File: src/rtl/sc_fir_seq_ctrl_pkg.sv
// ---------------------------------------------------------------------------
// sc_fir_pkg
// Shared definitions for the stochastic-computing FIR sequencer and the
// hardware-weighted adder (HWA) it drives.
//   TAPS            delay-line depth, matches the HWA `in` array
//   sc_ctrl_state_t sequencer FSM states
//   sign_b          per-tap sign flags consumed by the HWA (bit k set marks
//                   tap k as negative-weight); the sequencer only forwards taps
//   lfsr_mask()     Fibonacci feedback mask for a maximal-length LFSR of
//                   width n (4..16)
// ---------------------------------------------------------------------------
package sc_fir_pkg;

  localparam int TAPS = 39;

  typedef enum logic [1:0] {
    ST_IDLE,
    ST_START,
    ST_RUN,
    ST_OUT
  } sc_ctrl_state_t;

  localparam logic [TAPS-1:0] sign_b = '0;

  // Bit i of the mask selects register bit i into the XOR feedback. The
  // register shifts toward the MSB and the feedback enters bit 0.
  // N=8 corresponds to x^8+x^6+x^5+x^4+1.
  function automatic logic [15:0] lfsr_mask(input int n);
    case (n)
      4:       return 16'h000C;
      5:       return 16'h0014;
      6:       return 16'h0030;
      7:       return 16'h0060;
      8:       return 16'h00B8;
      9:       return 16'h0110;
      10:      return 16'h0240;
      11:      return 16'h0500;
      12:      return 16'h0829;
      13:      return 16'h100D;
      14:      return 16'h2015;
      15:      return 16'h6000;
      16:      return 16'hD008;
      default: return 16'h00B8;
    endcase
  endfunction

endpackage

File: src/rtl/sc_fir_seq_ctrl_if.sv
// ---------------------------------------------------------------------------
// sc_fir_seq_ctrl_if
// Bundles the sample input handshake, the HWA drive/return signals and the
// result handshake of the FIR sequencer.
//   master : the sequencer (sc_fir_seq_ctrl)
//   slave  : the environment (sample source, HWA, result sink)
// Signals:
//   in_valid/in_ready/in_data  sample handshake
//   taps                       delay line, taps[0] newest, to HWA `in`
//   start                      one-cycle HWA clear pulse
//   sel_bits                   window counter to HWA
//   R_y                        LFSR random number to HWA
//   hwa_out/hwa_done           HWA running count and terminal flag
//   y_valid/y_ready/y_data     result handshake
//   err                        sticky done-mismatch flag
// ---------------------------------------------------------------------------
interface sc_fir_seq_ctrl_if
  import sc_fir_pkg::*;
#(
  parameter int N    = 8,
  parameter int TAPS = sc_fir_pkg::TAPS
);

  logic                      in_valid;
  logic                      in_ready;
  logic [N-1:0]              in_data;
  logic [TAPS-1:0][N-1:0]    taps;
  logic                      start;
  logic [N-1:0]              sel_bits;
  logic [N-1:0]              R_y;
  logic [N-1:0]              hwa_out;
  logic                      hwa_done;
  logic                      y_valid;
  logic                      y_ready;
  logic [N-1:0]              y_data;
  logic                      err;

  modport master (
    input  in_valid, in_data, hwa_out, hwa_done, y_ready,
    output in_ready, taps, start, sel_bits, R_y, y_valid, y_data, err
  );

  modport slave (
    output in_valid, in_data, hwa_out, hwa_done, y_ready,
    input  in_ready, taps, start, sel_bits, R_y, y_valid, y_data, err
  );

endinterface

File: src/rtl/sc_fir_seq_ctrl_lfsr.sv
// ---------------------------------------------------------------------------
// sc_lfsr
// Maximal-length Fibonacci LFSR supplying the comparison number R_y to the
// HWA. Advances only while `en` is high. SEED must be non-zero, otherwise
// the register locks at zero.
// Ports:
//   clock    clock
//   reset_n  asynchronous active-low reset, loads SEED
//   en       advance one step this cycle
//   q        current LFSR value
// ---------------------------------------------------------------------------
module sc_lfsr
  import sc_fir_pkg::*;
#(
  parameter int           N    = 8,
  parameter logic [N-1:0] SEED = N'(1)
) (
  input  logic         clock,
  input  logic         reset_n,
  input  logic         en,
  output logic [N-1:0] q
);

  localparam logic [N-1:0] MASK = N'(lfsr_mask(N));

  logic [N-1:0] r_q;

  // NOTE: sequential state is written with non-blocking assignments so every
  // register samples pre-edge values, independent of statement order.
  always_ff @(posedge clock or negedge reset_n) begin
    if (!reset_n) begin
      r_q <= SEED;
    end else if (en) begin
      r_q <= {r_q[N-2:0], ^(r_q & MASK)};
    end
  end

  assign q = r_q;

endmodule

File: src/rtl/sc_fir_seq_ctrl.sv
// ---------------------------------------------------------------------------
// sc_fir_seq_ctrl
// Upstream sequencer for the stochastic-computing FIR HWA. Shifts each
// accepted sample into a TAPS-deep delay line, pulses `start`, then walks
// one 2^N-cycle bit-stream window (sel_bits 1..2^N-1) while advancing the
// LFSR. The HWA count is captured when `hwa_done` fires (or when the window
// runs out) and offered on the y handshake. No new sample is taken until the
// result is consumed.
// Ports:
//   clock    clock
//   reset_n  asynchronous active-low reset
//   bus      sc_fir_seq_ctrl_if.master (handshakes + HWA signals)
// Latency from the accept edge (cycle 0): start in cycle 1, RUN in cycles
// 2..2^N, y_valid from cycle 2^N+1.
// ---------------------------------------------------------------------------
module sc_fir_seq_ctrl
  import sc_fir_pkg::*;
#(
  parameter int           N    = 8,
  parameter int           TAPS = sc_fir_pkg::TAPS,
  parameter logic [N-1:0] SEED = N'(1)
) (
  input  logic               clock,
  input  logic               reset_n,
  sc_fir_seq_ctrl_if.master  bus
);

  localparam logic [N-1:0] SEL_LAST = '1;

  sc_ctrl_state_t           r_state;
  logic                     r_in_ready;
  logic                     r_start;
  logic                     r_y_valid;
  logic                     r_err;
  logic [N-1:0]             r_sel;
  logic [N-1:0]             r_y_data;
  logic [TAPS-1:0][N-1:0]   r_taps;

  logic                     w_lfsr_en;
  logic                     w_last;
  logic [N-1:0]             w_r_y;

  // The LFSR steps on the START cycle and every RUN cycle and holds
  // otherwise, so R_y is frozen while idle or waiting on the consumer.
  assign w_lfsr_en = (r_state == ST_START) || (r_state == ST_RUN);
  assign w_last    = (r_sel == SEL_LAST);

  sc_lfsr #(
    .N    (N),
    .SEED (SEED)
  ) u_lfsr (
    .clock   (clock),
    .reset_n (reset_n),
    .en      (w_lfsr_en),
    .q       (w_r_y)
  );

  // NOTE: the delay line is reset like any other register: an aborted window
  // must leave no stale samples feeding the HWA after reset.
  always_ff @(posedge clock or negedge reset_n) begin
    if (!reset_n) begin
      r_state    <= ST_IDLE;
      r_in_ready <= 1'b1;
      r_start    <= 1'b0;
      r_y_valid  <= 1'b0;
      r_err      <= 1'b0;
      r_sel      <= '0;
      r_y_data   <= '0;
      r_taps     <= '0;
    end else begin
      case (r_state)
        ST_IDLE: begin
          if (bus.in_valid) begin
            r_taps     <= {r_taps[TAPS-2:0], bus.in_data};
            r_in_ready <= 1'b0;
            r_start    <= 1'b1;
            r_state    <= ST_START;
          end
        end

        ST_START: begin
          r_start <= 1'b0;
          r_sel   <= N'(1);
          r_state <= ST_RUN;
        end

        ST_RUN: begin
          if (bus.hwa_done || w_last) begin
            // Either edge of the window ends it; a done that does not line
            // up with the last counter value is flagged but still captured.
            r_y_data  <= bus.hwa_out;
            r_sel     <= '0;
            r_y_valid <= 1'b1;
            r_err     <= r_err | (bus.hwa_done ^ w_last);
            r_state   <= ST_OUT;
          end else begin
            r_sel <= r_sel + N'(1);
          end
        end

        ST_OUT: begin
          if (bus.y_ready) begin
            r_y_valid  <= 1'b0;
            r_in_ready <= 1'b1;
            r_state    <= ST_IDLE;
          end
        end

        default: begin
          r_state    <= ST_IDLE;
          r_in_ready <= 1'b1;
          r_start    <= 1'b0;
          r_y_valid  <= 1'b0;
          r_sel      <= '0;
        end
      endcase
    end
  end

  assign bus.in_ready = r_in_ready;
  assign bus.taps     = r_taps;
  assign bus.start    = r_start;
  assign bus.sel_bits = r_sel;
  assign bus.R_y      = w_r_y;
  assign bus.y_valid  = r_y_valid;
  assign bus.y_data   = r_y_data;
  assign bus.err      = r_err;

endmodule

File: src/flat_wrapper.sv
// flat-port wrapper written by rule: the top's interface ports become plain ports
module sc_fir_seq_ctrl_flat import sc_fir_pkg::*;
#(
  parameter int           N    = 8,
  parameter int           TAPS = sc_fir_pkg::TAPS,
  parameter logic [N-1:0] SEED = N'(1)
)
  (clock, reset_n, bus_in_valid, bus_in_data, bus_hwa_out, bus_hwa_done, bus_y_ready, bus_in_ready, bus_taps, bus_start, bus_sel_bits, bus_R_y, bus_y_valid, bus_y_data, bus_err);
  sc_fir_seq_ctrl_if #(.N(N), .TAPS(TAPS)) bus_i ();
  input  logic clock;
  input  logic reset_n;
  input wire logic [$bits(bus_i.in_valid)-1:0] bus_in_valid;
  input wire logic [$bits(bus_i.in_data)-1:0] bus_in_data;
  input wire logic [$bits(bus_i.hwa_out)-1:0] bus_hwa_out;
  input wire logic [$bits(bus_i.hwa_done)-1:0] bus_hwa_done;
  input wire logic [$bits(bus_i.y_ready)-1:0] bus_y_ready;
  output wire logic [$bits(bus_i.in_ready)-1:0] bus_in_ready;
  output wire logic [$bits(bus_i.taps)-1:0] bus_taps;
  output wire logic [$bits(bus_i.start)-1:0] bus_start;
  output wire logic [$bits(bus_i.sel_bits)-1:0] bus_sel_bits;
  output wire logic [$bits(bus_i.R_y)-1:0] bus_R_y;
  output wire logic [$bits(bus_i.y_valid)-1:0] bus_y_valid;
  output wire logic [$bits(bus_i.y_data)-1:0] bus_y_data;
  output wire logic [$bits(bus_i.err)-1:0] bus_err;
  assign bus_i.in_valid = bus_in_valid;
  assign bus_i.in_data = bus_in_data;
  assign bus_i.hwa_out = bus_hwa_out;
  assign bus_i.hwa_done = bus_hwa_done;
  assign bus_i.y_ready = bus_y_ready;
  assign bus_in_ready = bus_i.in_ready;
  assign bus_taps = bus_i.taps;
  assign bus_start = bus_i.start;
  assign bus_sel_bits = bus_i.sel_bits;
  assign bus_R_y = bus_i.R_y;
  assign bus_y_valid = bus_i.y_valid;
  assign bus_y_data = bus_i.y_data;
  assign bus_err = bus_i.err;
  sc_fir_seq_ctrl #(.N(N), .TAPS(TAPS), .SEED(SEED)) u_core (.clock(clock), .reset_n(reset_n), .bus(bus_i));
endmodule
File: config.mk
export PLATFORM = sky130hd
export DESIGN_NAME = sc_fir_seq_ctrl_flat
export DESIGN_NICKNAME = d
export VERILOG_FILES = /design/src/rtl/sc_fir_seq_ctrl_pkg.sv /design/src/rtl/sc_fir_seq_ctrl_if.sv /design/src/rtl/sc_fir_seq_ctrl_lfsr.sv /design/src/rtl/sc_fir_seq_ctrl.sv /design/src/flat_wrapper.sv
export SDC_FILE = /design/constraint.sdc
export NUM_CORES = 1
export LEC_CHECK = 0
export CAP_MARGIN = 20
export CELL_PAD_IN_SITES_DETAIL_PLACEMENT = 2
export CELL_PAD_IN_SITES_GLOBAL_PLACEMENT = 2
export CORE_MARGIN = 4
export CORE_UTILIZATION = 36
export DETAILED_ROUTE_END_ITERATION = 8
export GPL_TIMING_DRIVEN = 0
export PLACE_DENSITY = 0.95
export SLEW_MARGIN = 15
export SYNTH_ARGS = -nofsm -noshare
export SYNTH_HDL_FRONTEND = slang
export SYNTH_SLANG_ARGS = --single-unit
export TNS_END_PERCENT = 10
File: constraint.sdc
create_clock -name clock -period 2.8 [get_ports clock]
set_input_delay 0.84 -clock clock [delete_from_list [all_inputs] [get_ports clock]]
set_output_delay 0.84 -clock clock [all_outputs]
set_load 0.05 [all_outputs]
==> impl_metrics.ini, run 1 <==
[run_status]
status = finished clean

[critical_path]
slowest_delay_ps = 840
r2r_cells = 6
startpoint_type = flop
crit_buf_inv = 1
crit_chain = clkdlybuf4s50_1
cp_max_fo = 3
rr_startpoint = u_core.bus.sel_bits[3]$_DFFE_PN0P_
crit_family = buffers and inverters
critPathKind = reg2out
cp.arrival_ps = 1910
rrSetupSlack_ps = 750
r2r-end = u_core.bus.sel_bits[4]$_DFFE_PN0P_
endpoint_kind = primary output
crit_slowest_cell = clkdlybuf4s50_1
worstPathRequired_ps = 1960

[clock_network]
cts_tree = done
clkTransAtPathRegs_ps = 70
cts_buffers = 39
ctsLongestPathBuffers = 3
post_cts_buffers = 0
cts_root_buf = clkbuf_16
holdBufCountCts = 0
clk-insertion-delay-late_ps = 540
htree_levels = 2
cts_resized = 0
clock-sinks = 342

[route]
firstDrtPassIters = 4
ant_nets = 0
drc = 0
wl_mm = 47.9
wl_per_cell_um = 28.9
drtIter0Drc = 198
num_vias = 8240
routed_via_density = 4.96

[floorplan]
die_h_um = 198
die_w_um = 198
dieArea_um2 = 39300
io_pins = 361
core_um2 = 35700
initial_core_util = 0.366
rows = 69

[logic_synthesis]
synth-seq-cells = 342
synth.distinct_cells = 27
seq_area_frac_synth = 0.657
avgSynthCellArea_um2 = 16.9
synth_top_area_cell = dfrtp_1
synthFlopType = dfrtp_1
async_flop_share = 1.00
yosysTopAreaCellShare = 0.653
synth_edf_count = 0
synthTopCellsByArea = dfrtp_1 (65%), mux2_2 (28%), buf_6 (2.7%)
synth_cells = 769
synth_nets = 796
syn_area_um2 = 13000
ys_warn_count = 0

[placed_design]
dpl.cell_count = 1593
port_buffers = 360
hpwl_mm = 32.3
gp_congestion = 0.803

[pwr]
power.share.clock = 0.255
comb_power_share = 0.407
p_seq_frac = 0.337
p_sw_mw = 8.11
power.leakage_nw = 8.70
switching_share = 0.407
ir_drop_mv = 1.09
p_int_mw = 11.8
p_per_area_nw_per_um2 = 1070

[final_layout]
drive_above_1_share = 0.360
synthToLayoutAreaGrowth_pct = 42.5
fin_nets = 1200
diodes = 0
stdcell_count = 1661
fin_util = 0.521
fillers = 3175

[grt]
antenna_found_initial = 0
grt_pass1_wl_mm = 71.1
grt_max_degree = 91
grt_overflow = 0
grtUsageTotal = 0.241
grt_pass1_vias = 9935

[sta]
min_period_ps = 2750
hold_viol = 0
slew_headroom = 0.502
tightest_slew_ps = 746
period_share = 0.983
drv_slew = 0
setup_viol = 0
skew_ps = 20.3
rsz0062_at_grt = false
hold_slack_ps = 328
fmax_mhz = 363

[flow_run]
maxCapViolCount = 0

[min_path]
min_path_type = in2async
flip-flops by register name (all words and copies together), names as in the netlist:
name	cells
u_core.u_lfsr.q	8
u_core.bus.y_valid	1
u_core.bus.y_data	8
u_core.bus.in_ready	1
u_core.bus.sel_bits	8
u_core.bus.err	1
u_core.bus.start	1
u_core.bus.taps	312
u_core.r_state	2
power groups by stage:
stage,logic [mW],registers [mW],clock network [mW]
6_report,8.12,6.73,5.09
5_1_grt,8.45,6.86,5.46
4_1_cts,8.23,6.75,5.23
3_5_place_dp,8.07,6.73,0
3_3_place_gp,7.78,6.58,0
2_1_floorplan,2.27,9.52,0
metrics by stage:
step	worst slack (ps)	total power, mW	TNS, ps	area, um2
after global placement	-13930	14.4	-4738630	17200
after detailed placement	188	14.8	0	17300
after floorplan	721	11.8	0	13000
final	47.4	19.9	0	18600
after CTS	20.7	20.2	0	18600
after global routing	13.1	20.8	0	18600
layout make-up:
class	instances	area, um2	share of cell area
Tap cell	461	577	0.0311
Sequential cell	342	8560	0.461
Inverter	5	18.8	0.00101
Timing Repair Buffer	363	3690	0.199
Buffer	37	382	0.0205
Clock inverter	6	47.5	0.00256
Clock buffer	62	1220	0.0659
Multi-Input combinational cell	385	4070	0.219
metal layers:
layer	vias up	global-route usage	wire length [um]
li1	3533	-	-
met1	4324	0.254	16700
met2	316	0.453	25900
met3	67	0.0898	4180
met4	0	0.0592	1200
met5	-	0	0
cell usage after synthesis, drive strengths merged, types with 2 or more instances:
master  number
dfrtp      340
mux2       328
buf         37
a21oi        7
ha           6
nand2        6
o21ai        6
inv          5
nand4        5
nor2         5
nor2b        3
or3          3
xnor2        3
xor2         3
dfstp        2
nand3        2
worst max-delay path by stage:
stage	start	slack (ps)	end	cells past startpoint
floorplan	u_core.bus.sel_bits[3]$_DFFE_PN0P_	720	u_core.bus.y_data[0]$_DFFE_PN0P_	7
global placement	reset_n	-13930	u_core.bus.y_data[0]$_DFFE_PN0P_	1
detailed placement	bus_hwa_done	190	u_core.bus.sel_bits[5]$_DFFE_PN0P_	5
CTS	u_core.bus.in_ready$_DFFE_PN1P_	20	bus_in_ready	1
global route	u_core.bus.in_ready$_DFFE_PN1P_	10	bus_in_ready	1
finish	u_core.bus.in_ready$_DFFE_PN1P_	50	bus_in_ready	1
kinds of logic after synthesis:
kind of cell,Yosys count,share of synthesized area
buffers and inverters,42,0.0307
DFF,342,0.657
xor gates and xnor gates,6,0.00403
adders and majority gates,6,0.00576
AOI/OAI and AO/OA,19,0.00864
muxes,329,0.284
and+or+nand+nor,25,0.00989
placed cells by master (no fill, tap or decap), drive strengths merged, types with 6 or more instances in the layout:
| master | n |
|---|---|
| clkbuf | 62 |
| clkdlybuf4s50 | 359 |
| a21oi | 7 |
| o21ai | 6 |
| inv | 6 |
| nand2 | 6 |
| dfrtp | 340 |
| buf | 41 |
| ha | 6 |
| mux2 | 328 |
Note: power is estimated with default switching activity, not from simulation.
==> inputs of run 2 (changes only) <==
--- a/config.mk
+++ b/config.mk
@@ -12,6 +12,7 @@
 export CORE_UTILIZATION = 36
 export DETAILED_ROUTE_END_ITERATION = 8
 export GPL_TIMING_DRIVEN = 0
+export MAX_ROUTING_LAYER = met4
 export PLACE_DENSITY = 0.95
 export SLEW_MARGIN = 15
 export SYNTH_ARGS = -nofsm -noshare
==> run 2 against run 1 <==
  * Via count decreased by 0.27%
  * Register-to-register slack about the same
  * Maximum frequency about the same
  * Clock-buffer cell count unchanged
  * Wire length about the same
  * Critical path depth unchanged
  * Non-clock buffer count unchanged
  * Critical endpoint unchanged
==> impl_metrics.ini, run 2 (synthesized netlist as in run 1, its figures left out) <==
[clock_network]
cts_resized = 0
ctsLongestPathBuffers = 3
holdBufCountCts = 0
clock-sinks = 342
htree_levels = 2
cts_tree = done
clkTransAtPathRegs_ps = 60
cts_root_buf = clkbuf_16
cts_buffers = 39
clk-insertion-delay-late_ps = 550
post_cts_buffers = 0

[floorplan]
rows = 69
die_h_um = 198
die_w_um = 198
core_um2 = 35700
io_pins = 361
dieArea_um2 = 39300
initial_core_util = 0.366

[route]
wl_per_cell_um = 28.9
ant_nets = 0
drc = 0
firstDrtPassIters = 4
num_vias = 8218
routed_via_density = 4.95
wl_mm = 47.9
drtIter0Drc = 198

[pwr]
p_total_mw = 20.0
switching_share = 0.407
p_sw_mw = 8.13
p_int_mw = 11.8
power.share.clock = 0.256
ir_drop_mv = 1.09
comb_power_share = 0.407
p_seq_frac = 0.337
p_per_area_nw_per_um2 = 1080
power.leakage_nw = 8.70

[flow_run]
maxCapViolCount = 0

[critical_path]
critPathLaunch = u_core.bus.in_ready$_DFFE_PN1P_
critPathKind = reg2out
endpoint_kind = primary output
rr_startpoint = u_core.bus.sel_bits[3]$_DFFE_PN0P_
cp_max_fo = 3
worstPathRequired_ps = 1960
startpoint_type = flop
slowest_delay_ps = 830
crit_chain = clkdlybuf4s50_1
crit_slowest_cell = clkdlybuf4s50_1
rrSetupSlack_ps = 760
crit_family = buffers and inverters
crit_buf_inv = 1
cp.arrival_ps = 1910

[placed_design]
hpwl_mm = 32.3
port_buffers = 360
dpl.cell_count = 1593
gp_congestion = 0.815

[sta]
min_period_ps = 2750
tns_ps = 0
hold_viol = 0
skew_ps = 19.4
drv_slew = 0
hold_slack_ps = 316
rsz0062_at_grt = false
fmax_mhz = 363
setup_viol = 0
period_share = 0.983
slew_headroom = 0.506
tightest_slew_ps = 741

[final_layout]
fillers = 3175
diodes = 0
stdcell_count = 1661
drive_above_1_share = 0.360
final_cell_mix = clkdlybuf4s50_1 (359), dfrtp_1 (340), mux2_2 (328)
largest_reg_flops = 312
fin_nets = 1200
synthToLayoutAreaGrowth_pct = 42.5
layout_commonest_cell = clkdlybuf4s50_1

[grt]
grt_overflow = 0
grt_pass1_wl_mm = 70.9
grt_max_degree = 91
grt_pass1_vias = 9936
antenna_found_initial = 0
grtUsageTotal = 0.248

[run_status]
status = finished clean

[min_path]
min_path_type = in2async
## run 2: cell counts in the layout (fill, tap and decap cells not counted)
No cell type changed its count.
## run 2: cell type report
class / count / area, um2 / area share
flip-flops and latches: 342 / 8560 / 0.461
multi-input cells: 385 / 4070 / 0.219
repair buffers: 363 / 3690 / 0.199
clock buffers: 62 / 1220 / 0.0659
well taps: 461 / 577 / 0.0311
plain buffers: 37 / 382 / 0.0205
clock inverters: 6 / 47.5 / 0.00256
inverters: 5 / 18.8 / 0.00101
## run 2: power by group through the flow
stage | Clock (mW) | Combinational, mW | Sequential, mW
2_1_floorplan | 0 | 2.27 | 9.52
3_3_place_gp | 0 | 7.78 | 6.58
3_5_place_dp | 0 | 8.07 | 6.73
4_1_cts | 5.23 | 8.23 | 6.75
5_1_grt | 5.46 | 8.45 | 6.86
6_report | 5.11 | 8.13 | 6.73
## run 2: final timing paths
kind / cells after the start / end
max: 1 / bus_in_ready
min: 1 / u_core.bus.taps[253]$_DFFE_PN0P_
max reg2reg: 6 / u_core.bus.sel_bits[4]$_DFFE_PN0P_
min reg2reg: 1 / u_core.bus.err$_DFFE_PN0P_
max in group asynchronous: 3 / u_core.bus.taps[311]$_DFFE_PN0P_
min in group clock: 1 / u_core.bus.err$_DFFE_PN0P_
## run 2: layer usage
metal,up-vias,track usage,wire length (um)
li1,3527,-,-
met1,4317,0.256,16800
met2,302,0.453,26000
met3,72,0.0859,3970
met4,0,0.0584,1130
met5,-,-,0
## run 2: per-stage QoR
stage                     setup WS, ps  utilization  cell area, um2
after floorplan                    721            -           13000
after global placement          -13930        0.483           17200
after detailed placement           188        0.485           17300
after CTS                         20.7        0.521           18600
after global routing              13.1        0.521           18600
final                             48.6        0.521           18600
